===== src/rtl/fft_bfly_sched.sv =====
// Butterfly sequencer for a radix-2 DIT in-place FFT: issues operand/twiddle reads,
// tracks in-flight butterflies in an address FIFO and returns writeback addresses.
module fft_bfly_sched #(
  parameter int unsigned LOG2N = 10,
  parameter int unsigned DEPTH = 8,
  parameter int unsigned SW    = $clog2(LOG2N)
) (
  input  logic             clk_i,
  input  logic             rst_ni,
  input  logic             start_i,
  input  logic             hold_i,
  input  logic             mult_valid_i,
  output logic             busy_o,
  output logic             done_o,
  output logic [SW-1:0]    stage_o,
  output logic             rd_en_o,
  output logic [LOG2N-1:0] rd_addr_a_o,
  output logic [LOG2N-1:0] rd_addr_b_o,
  output logic [LOG2N-2:0] tw_addr_o,
  output logic             mult_valid_o,
  output logic             wr_en_o,
  output logic [LOG2N-1:0] wr_addr_a_o,
  output logic [LOG2N-1:0] wr_addr_b_o,
  output logic             err_o
);

  localparam int unsigned KW = LOG2N - 1;
  localparam int unsigned PW = (DEPTH > 1) ? $clog2(DEPTH) : 1;
  localparam int unsigned CW = $clog2(DEPTH + 1);
  localparam logic [KW-1:0] KMAX = {KW{1'b1}};
  localparam logic [SW-1:0] LAST = SW'(LOG2N - 1);

  typedef enum logic [1:0] {S_IDLE, S_ISSUE, S_DRAIN, S_DONE} state_e;

  state_e           state;
  logic [KW-1:0]    k;
  logic [CW-1:0]    cnt;
  logic [CW-1:0]    cnt_nxt;
  logic [PW-1:0]    wptr;
  logic [PW-1:0]    rptr;
  logic [LOG2N-1:0] fifo_a [DEPTH];
  logic [LOG2N-1:0] fifo_b [DEPTH];

  logic [LOG2N-1:0] half;
  logic [LOG2N-1:0] mask;
  logic [LOG2N-1:0] k_ext;
  logic [LOG2N-1:0] addr_a;
  logic [LOG2N-1:0] addr_b;
  logic [SW-1:0]    tw_sh;
  logic [KW-1:0]    tw;

  // Butterfly address generation: insert a zero at bit position 'stage' of k.
  always_comb begin
    half   = LOG2N'(1) << stage_o;
    mask   = half - LOG2N'(1);
    k_ext  = LOG2N'(k);
    addr_a = ((k_ext & ~mask) << 1) | (k_ext & mask);
    addr_b = addr_a | half;
    tw_sh  = LAST - stage_o;
    tw     = KW'(k & KW'(mask)) << tw_sh;
  end

  assign rd_en_o     = (state == S_ISSUE) && !hold_i && (cnt < CW'(DEPTH));
  assign rd_addr_a_o = rd_en_o ? addr_a : '0;
  assign rd_addr_b_o = rd_en_o ? addr_b : '0;
  assign tw_addr_o   = rd_en_o ? tw : '0;

  assign wr_en_o     = mult_valid_i && (cnt != '0);
  assign wr_addr_a_o = wr_en_o ? fifo_a[rptr] : '0;
  assign wr_addr_b_o = wr_en_o ? fifo_b[rptr] : '0;

  // Outstanding count doubles as FIFO occupancy.
  always_comb begin
    cnt_nxt = cnt;
    unique case ({rd_en_o, wr_en_o})
      2'b10:   cnt_nxt = cnt + CW'(1);
      2'b01:   cnt_nxt = cnt - CW'(1);
      default: cnt_nxt = cnt;
    endcase
  end

  always_ff @(posedge clk_i) begin
    if (rd_en_o) begin
      fifo_a[wptr] <= addr_a;
      fifo_b[wptr] <= addr_b;
    end
  end

  always_ff @(posedge clk_i or negedge rst_ni) begin
    if (!rst_ni) begin
      state        <= S_IDLE;
      stage_o      <= '0;
      k            <= '0;
      cnt          <= '0;
      wptr         <= '0;
      rptr         <= '0;
      busy_o       <= 1'b0;
      done_o       <= 1'b0;
      mult_valid_o <= 1'b0;
      err_o        <= 1'b0;
    end else begin
      mult_valid_o <= rd_en_o;
      done_o       <= 1'b0;
      cnt          <= cnt_nxt;
      if (rd_en_o) wptr <= (wptr == PW'(DEPTH - 1)) ? '0 : wptr + PW'(1);
      if (wr_en_o) rptr <= (rptr == PW'(DEPTH - 1)) ? '0 : rptr + PW'(1);

      unique case (state)
        S_IDLE: begin
          if (start_i) begin
            state   <= S_ISSUE;
            stage_o <= '0;
            k       <= '0;
            busy_o  <= 1'b1;
            err_o   <= 1'b0;
          end
        end
        S_ISSUE: begin
          if (rd_en_o) begin
            k <= k + KW'(1);
            if (k == KMAX) state <= S_DRAIN;
          end
        end
        S_DRAIN: begin
          // Stage boundary waits for every writeback to land (RAW hazard).
          if (cnt_nxt == '0) begin
            if (stage_o == LAST) begin
              state  <= S_DONE;
              done_o <= 1'b1;
              busy_o <= 1'b0;
            end else begin
              stage_o <= stage_o + SW'(1);
              k       <= '0;
              state   <= S_ISSUE;
            end
          end
        end
        S_DONE:  state <= S_IDLE;
        default: state <= S_IDLE;
      endcase

      // Sticky error; a stray result in the same cycle as start still flags.
      if (mult_valid_i && ((cnt == '0) || (state == S_IDLE))) err_o <= 1'b1;
    end
  end

endmodule


===== config.mk =====
export PLATFORM = sky130hd
export DESIGN_NAME = fft_bfly_sched
export DESIGN_NICKNAME = d
export VERILOG_FILES = /design/src/rtl/fft_bfly_sched.sv
export SDC_FILE = /design/constraint.sdc
export NUM_CORES = 1
export LEC_CHECK = 0
export ABC_CLOCK_PERIOD_IN_PS = 4300
export BUFFER_PORTS_ARGS = -buffer_cell sky130_fd_sc_hd__buf_2
export CORE_MARGIN = 10
export CORE_UTILIZATION = 40
export DETAILED_ROUTE_END_ITERATION = 16
export PLACE_DENSITY = 0.68
export SLEW_MARGIN = 20
export SYNTH_ARGS = -nofsm -noshare
export SYNTH_HDL_FRONTEND = slang
export SYNTH_SLANG_ARGS = --single-unit

===== constraint.sdc =====
create_clock -name clk_i -period 4.3 [get_ports clk_i]
set_input_delay 0.43 -clock clk_i [delete_from_list [all_inputs] [get_ports clk_i]]
set_output_delay 0.43 -clock clk_i [all_outputs]
set_load 0.03 [all_outputs]

# After elaboration in Yosys (flattened, before gate mapping)

Memories as Yosys holds them, arrays and structs flattened.
Cells that the tools add are included.

$lt $le $gt $ge: 1
Add/sub/neg operators: 8
Divide/modulo/power cells: 0
Reduce and logical (&&, ||, !) cells: 19
Muxes and demuxes: 35
Bitwise gates (word level): 6
Shifts and indexed selects: 2
$mul: 0
Equality and inequality tests: 15

Operator list:

| operator                                                              | number |
|---|---|
| 9-bit two-way mux                                                     | 5 |
| 10-bit two-way mux                                                    | 4 |
| 9-bit one-hot mux with 3 select lines                                 | 1 |
| 10-bit bitwise OR                                                     | 2 |
| 9-bit bitwise AND                                                     | 2 |
| 4-bit one-hot mux with 2 select lines                                 | 2 |
| 4-bit two-way mux                                                     | 3 |
| 4-bit AND reduction                                                   | 3 |
| 1-bit two-way mux                                                     | 11 |
| 9-bit by 10-bit bitwise AND with 10-bit output                        | 1 |
| 2-bit two-way mux                                                     | 5 |
| 2-bit inequality test (second input constant)                         | 5 |
| 1-bit by 4-bit << shifter with 10-bit output (first input constant)   | 1 |
| 10-bit by 1-bit subtractor with 10-bit output (second input constant) | 1 |
| 9-bit by 1-bit adder with 9-bit output (second input constant)        | 1 |
| 9-bit equality test (second input constant)                           | 1 |
| 9-bit NOT                                                             | 1 |
| 9-bit by 4-bit << shifter with 9-bit output                           | 1 |
| 4-bit by 1-bit adder with 4-bit output (second input constant)        | 2 |
| 4-bit zero test                                                       | 2 |
| 2-bit one-hot mux with 4 select lines                                 | 1 |
| 3-bit by 1-bit adder with 3-bit output (second input constant)        | 2 |
| 2-bit equality test (second input constant)                           | 3 |
| 3-bit equality test (second input constant)                           | 2 |
| other kinds (17)                                                      | 24 |

ROM bits: 0
Logic and storage cells: 98
Bits in registers: 29
Latch bits: 0
Bits in writable memories: 160
Bits of input ports: 5
Memories kept: 2

Memories:

| name   | words | width | rd ports | clocked after memory_dff | write ports | line | RTL |
|---|---|---|---|---|---|---|---|
| fifo_a | 8     | 10    | 1        | 0                        | 1           | 41   | `logic [LOG2N-1:0] fifo_a [DEPTH];` |
| fifo_b | 8     | 10    | 1        | 0                        | 1           | 42   | `logic [LOG2N-1:0] fifo_b [DEPTH];` |

# Logic depth before layout (Yosys ltp)

Word-level depth: 8
Gate-level depth with buffers: 16

# Worst setup path before layout

Ideal clock, no wire load.

Kind: flip-flop to output port
From: register stage_o[0]
To: output tw_addr_o[7]
Path slack: -508 ps
Data arrival time: 4378 ps
Path buffers: 3
Required time: 3870 ps
Cell stages (with the launch flop): 14
Cell sequence: dfrtp_1 -> clkbuf_1 -> clkbuf_1 -> inv_1 -> ha_1 -> buf_2 -> or3b_2 -> ha_1 -> nand2b_1 -> mux2i_1 -> a21oi_1 -> nor3_1 -> a311oi_1 -> a2111oi_0

Longest elaborated chain between the ends: 5
Elaborated cells between the ends (all ways): 6
Those cells by class: add/sub: 2; shift: 2; mux: 1; bitwise: 1

RTL lines:

| what                                            | line | RTL |
|---|---|---|
| start: declaration                              | 15   | `output logic [SW-1:0] stage_o,` |
| start signal: assignment                        | 132  | `stage_o <= stage_o + SW'(1);` |
| 1-bit by 4-bit << shifter with 10-bit output    | 54   | `half = LOG2N'(1) << stage_o;` |
| 10-bit by 1-bit subtractor with 10-bit output   | 55   | `mask = half - LOG2N'(1);` |
| 9-bit bitwise AND                               | 60   | `tw = KW'(k & KW'(mask)) << tw_sh;` |
| 9-bit by 4-bit << shifter with 9-bit output (*) | 60   |  |
| 9-bit two-way mux (*)                           | 66   | `assign tw_addr_o = rd_en_o ? tw : '0;` |
| end: declaration                                | 19   | `output logic [LOG2N-2:0] tw_addr_o,` |

Every way passes the cells marked *; elsewhere a longest branch is shown, timed or not.

# Final worst setup path

From: register stage_o[0]
To: output tw_addr_o[8]

Same word-level chain as after synthesis.

==> flow_summary.toml <==
[finish]
num_antenna_cells = 0
syn2layout_area_growth_pct = 14.4
fin_nets = 701
final_layout_size_suffix_gt1_share_pct = 24.9
instances_no_fill = 966

[timing]
rsz0062_at_grt = "no"
relSlewSlack_pct = 28.0
setup_violations = 0
tns_ns = 0
tightest_slew_ns = 1.08
min_period_ns = 4.05
finalHoldViolations = 0
slew_viol_final = 0
period_share_pct = 94.2
finClkSkew_ns = 0.0160
fmax_mhz = 247

[grt]
grt_util_all_layers_pct = 14.5
antenna_found_initial = 1
grt_pass1_wl_mm = 32.1
first_global_vias = 5509
gr-total-overflow = 0
grt_max_degree = 43

[clocking]
cts_hold_buf = 0
cts-root-buf = "clkbuf_16"
path_clk_slew_ns = 0.07
cts_tree = "done"
htreeDepth = 4
cts_setup_buffers = 0
clockBufferDepth = 2
cts_resized = 0
insertion_delay_ns = 0.44
numClockSinks = 189
cts_buffers = 17

[synthesis]
synth_area_leaders = "edfxtp_1 (55%), mux4_2 (10%), dfrtp_1 (8.4%)"
synth_ff_type = "edfxtp_1"
yosysWarnings = 0
async_reset_ff_share_pct = 15.3
yosysTopAreaCellShare_pct = 55.3
yosys_register_bits = 189
yosysUniqueCellTypes = 61
syn_area_per_cell_sq_um = 14.1
syn_inst = 614
synth_fp_nets = 637
yosysTopAreaCell = "edfxtp_1"
seq_area_frac_synth_pct = 63.7
syn_area_sq_um = 8690
synth_edf_count = 160

[placement]
io_buffer_count = 63
placed_cells = 934
place_hpwl_mm = 13.5
gp_congestion = 0.886

[critical_path]
worst_ep_required_time_ns = 3.87
worst-endpoint-arrival_ns = 3.62
start_kind = "flip-flop"
crit_type = "reg2out"
end_kind = "primary output"
path_max_fanout = 11

[floorplan]
die_x_um = 167
start_util_pct = 40.9
dieArea_sq_um = 28000
rows = 53
coreArea_sq_um = 21200
ioPinCount = 64
die_h_um = 167

[flow_run]
maxCapViolCount = 0

[route]
drc = 0
dr.pass1.iters = 5
totalWireLength_mm = 20.2
ant_nets = 0
viasPerCell = 5.52
vias = 5337
wire_per_inst_um = 20.9
drtIter0Drc = 651

[power]
cellLeakagePower_nw = 3.63
finalPower_mw = 6.45
ir_drop_v = 0.000324
pwr_density_cell_nw_per_um2 = 649

[run_status]
status = "completed"

[min_path]
hold_path.class = "in2async"
## layer usage
| layer | track usage, % | share of wire [%] |
|---|---|---|
| met1 | 19.3 | 45 |
| met2 | 23.3 | 48 |
| met3 | 3.39 | 5.3 |
| met4 | 3.63 | 1.4 |
| met5 | 0 | 0 |
## placed cells by master (no fill, tap or decap), types with 7 or more instances in the layout
cell type    n
edfxtp_1   160
buf_2       63
nand2_1     55
nor2_1      51
mux4_2      40
dfrtp_1     28
a21oi_1     25
mux2i_1     23
inv_1       20
buf_4       20
o21ai_0     18
ha_1        17
clkbuf_16   17
nor3_1      13
nand2b_1    11
nor2b_1      9
nand3_1      9
or3_1        7
## sequential cells by signal (all words and copies together) (netlist names)
register      cells
stage_o           4
done_o            1
busy_o            1
k                 9
state             2
cnt               4
fifo_b           80
wptr              3
rptr              3
mult_valid_o      1
err_o             1
fifo_a           80
## final timing paths
path	startpoint	to	slack (ns)	cells past startpoint
worst max-delay path	stage_o[0]	tw_addr_o[8]	0.25	11
worst min-delay path	rst_ni	mult_valid_o	0.03	1
worst max register to register	cnt[0]	stage_o[0]	0.60	12
worst min register to register	busy_o	busy_o	0.52	2
max in group asynchronous	rst_ni	rptr[0]	3.75	1
min in group clk_i	mult_valid_i	err_o	0.25	3
## logic make-up (layout without fill, tap and decap cells)
family	after synthesis	count (layout)	share of synthesized area, %
AND/OR/NAND/NOR	189	189	10.4
adder cells (fa/ha/maj)	18	18	2.59
XOR/XNOR	10	10	1.01
multiplexers	67	67	13.5
buffers and inverters	59	136	2.72
flip-flops	189	189	63.7
AO/OA/AOI/OAI	82	82	6.04
## power breakdown
part	switching [mW]	internal, mW
clock network	0.669	0.800
registers	0.271	2.43
logic	1.41	0.870
## per-stage QoR
step	instance area [sq um]	worst slack, ns	hold slack [ns]	util [%]
final	9940	0.248	0.0304	46.8
after global routing	9940	0.0310	0.0713	46.8
after CTS	9930	0.163	0.0531	46.8
after detailed placement	9390	0.617	0.498	44.2
after global placement	9390	0.667	0.495	44.2
after floorplan	8690	0.0892	0.134	-
## cells in the mapped netlist, drive strengths merged, types with 4 or more instances
library cell  number
edfxtp           160
nand2             55
nor2              52
mux4              40
dfrtp             29
clkbuf            27
a21oi             26
mux2i             23
inv               20
o21ai             19
ha                18
nor3              16
buf               11
nand2b            11
nand3              9
nor2b              9
nor4               7
or3                7
and3               5
or2                5
xnor2              5
xor2               5
a31oi              4
mux2               4
## final cells by class
| cell class | instances | area, sq um |
|---|---|---|
| clock inverter | 13 | 116 |
| clock buffer | 19 | 433 |
| inverter | 21 | 78.8 |
| fill | 1882 | 11300 |
| timing repair buffer | 83 | 465 |
| sequential | 189 | 5530 |
| multi-input combinational | 366 | 2970 |
| tap | 275 | 344 |
## critical path, stage by stage (launching register included)
cell and delay, ns:
dfrtp_1 0.38, inv_1 0.11, ha_2 0.31, or3b_2 0.52, ha_1 0.30, nand2b_1 0.12, mux2i_1 0.18, a21oi_1 0.13
o311a_1 0.35, or3_1 0.37, a41oi_1 0.21, buf_2 0.23
Note: power is estimated with default switching activity, not from simulation.
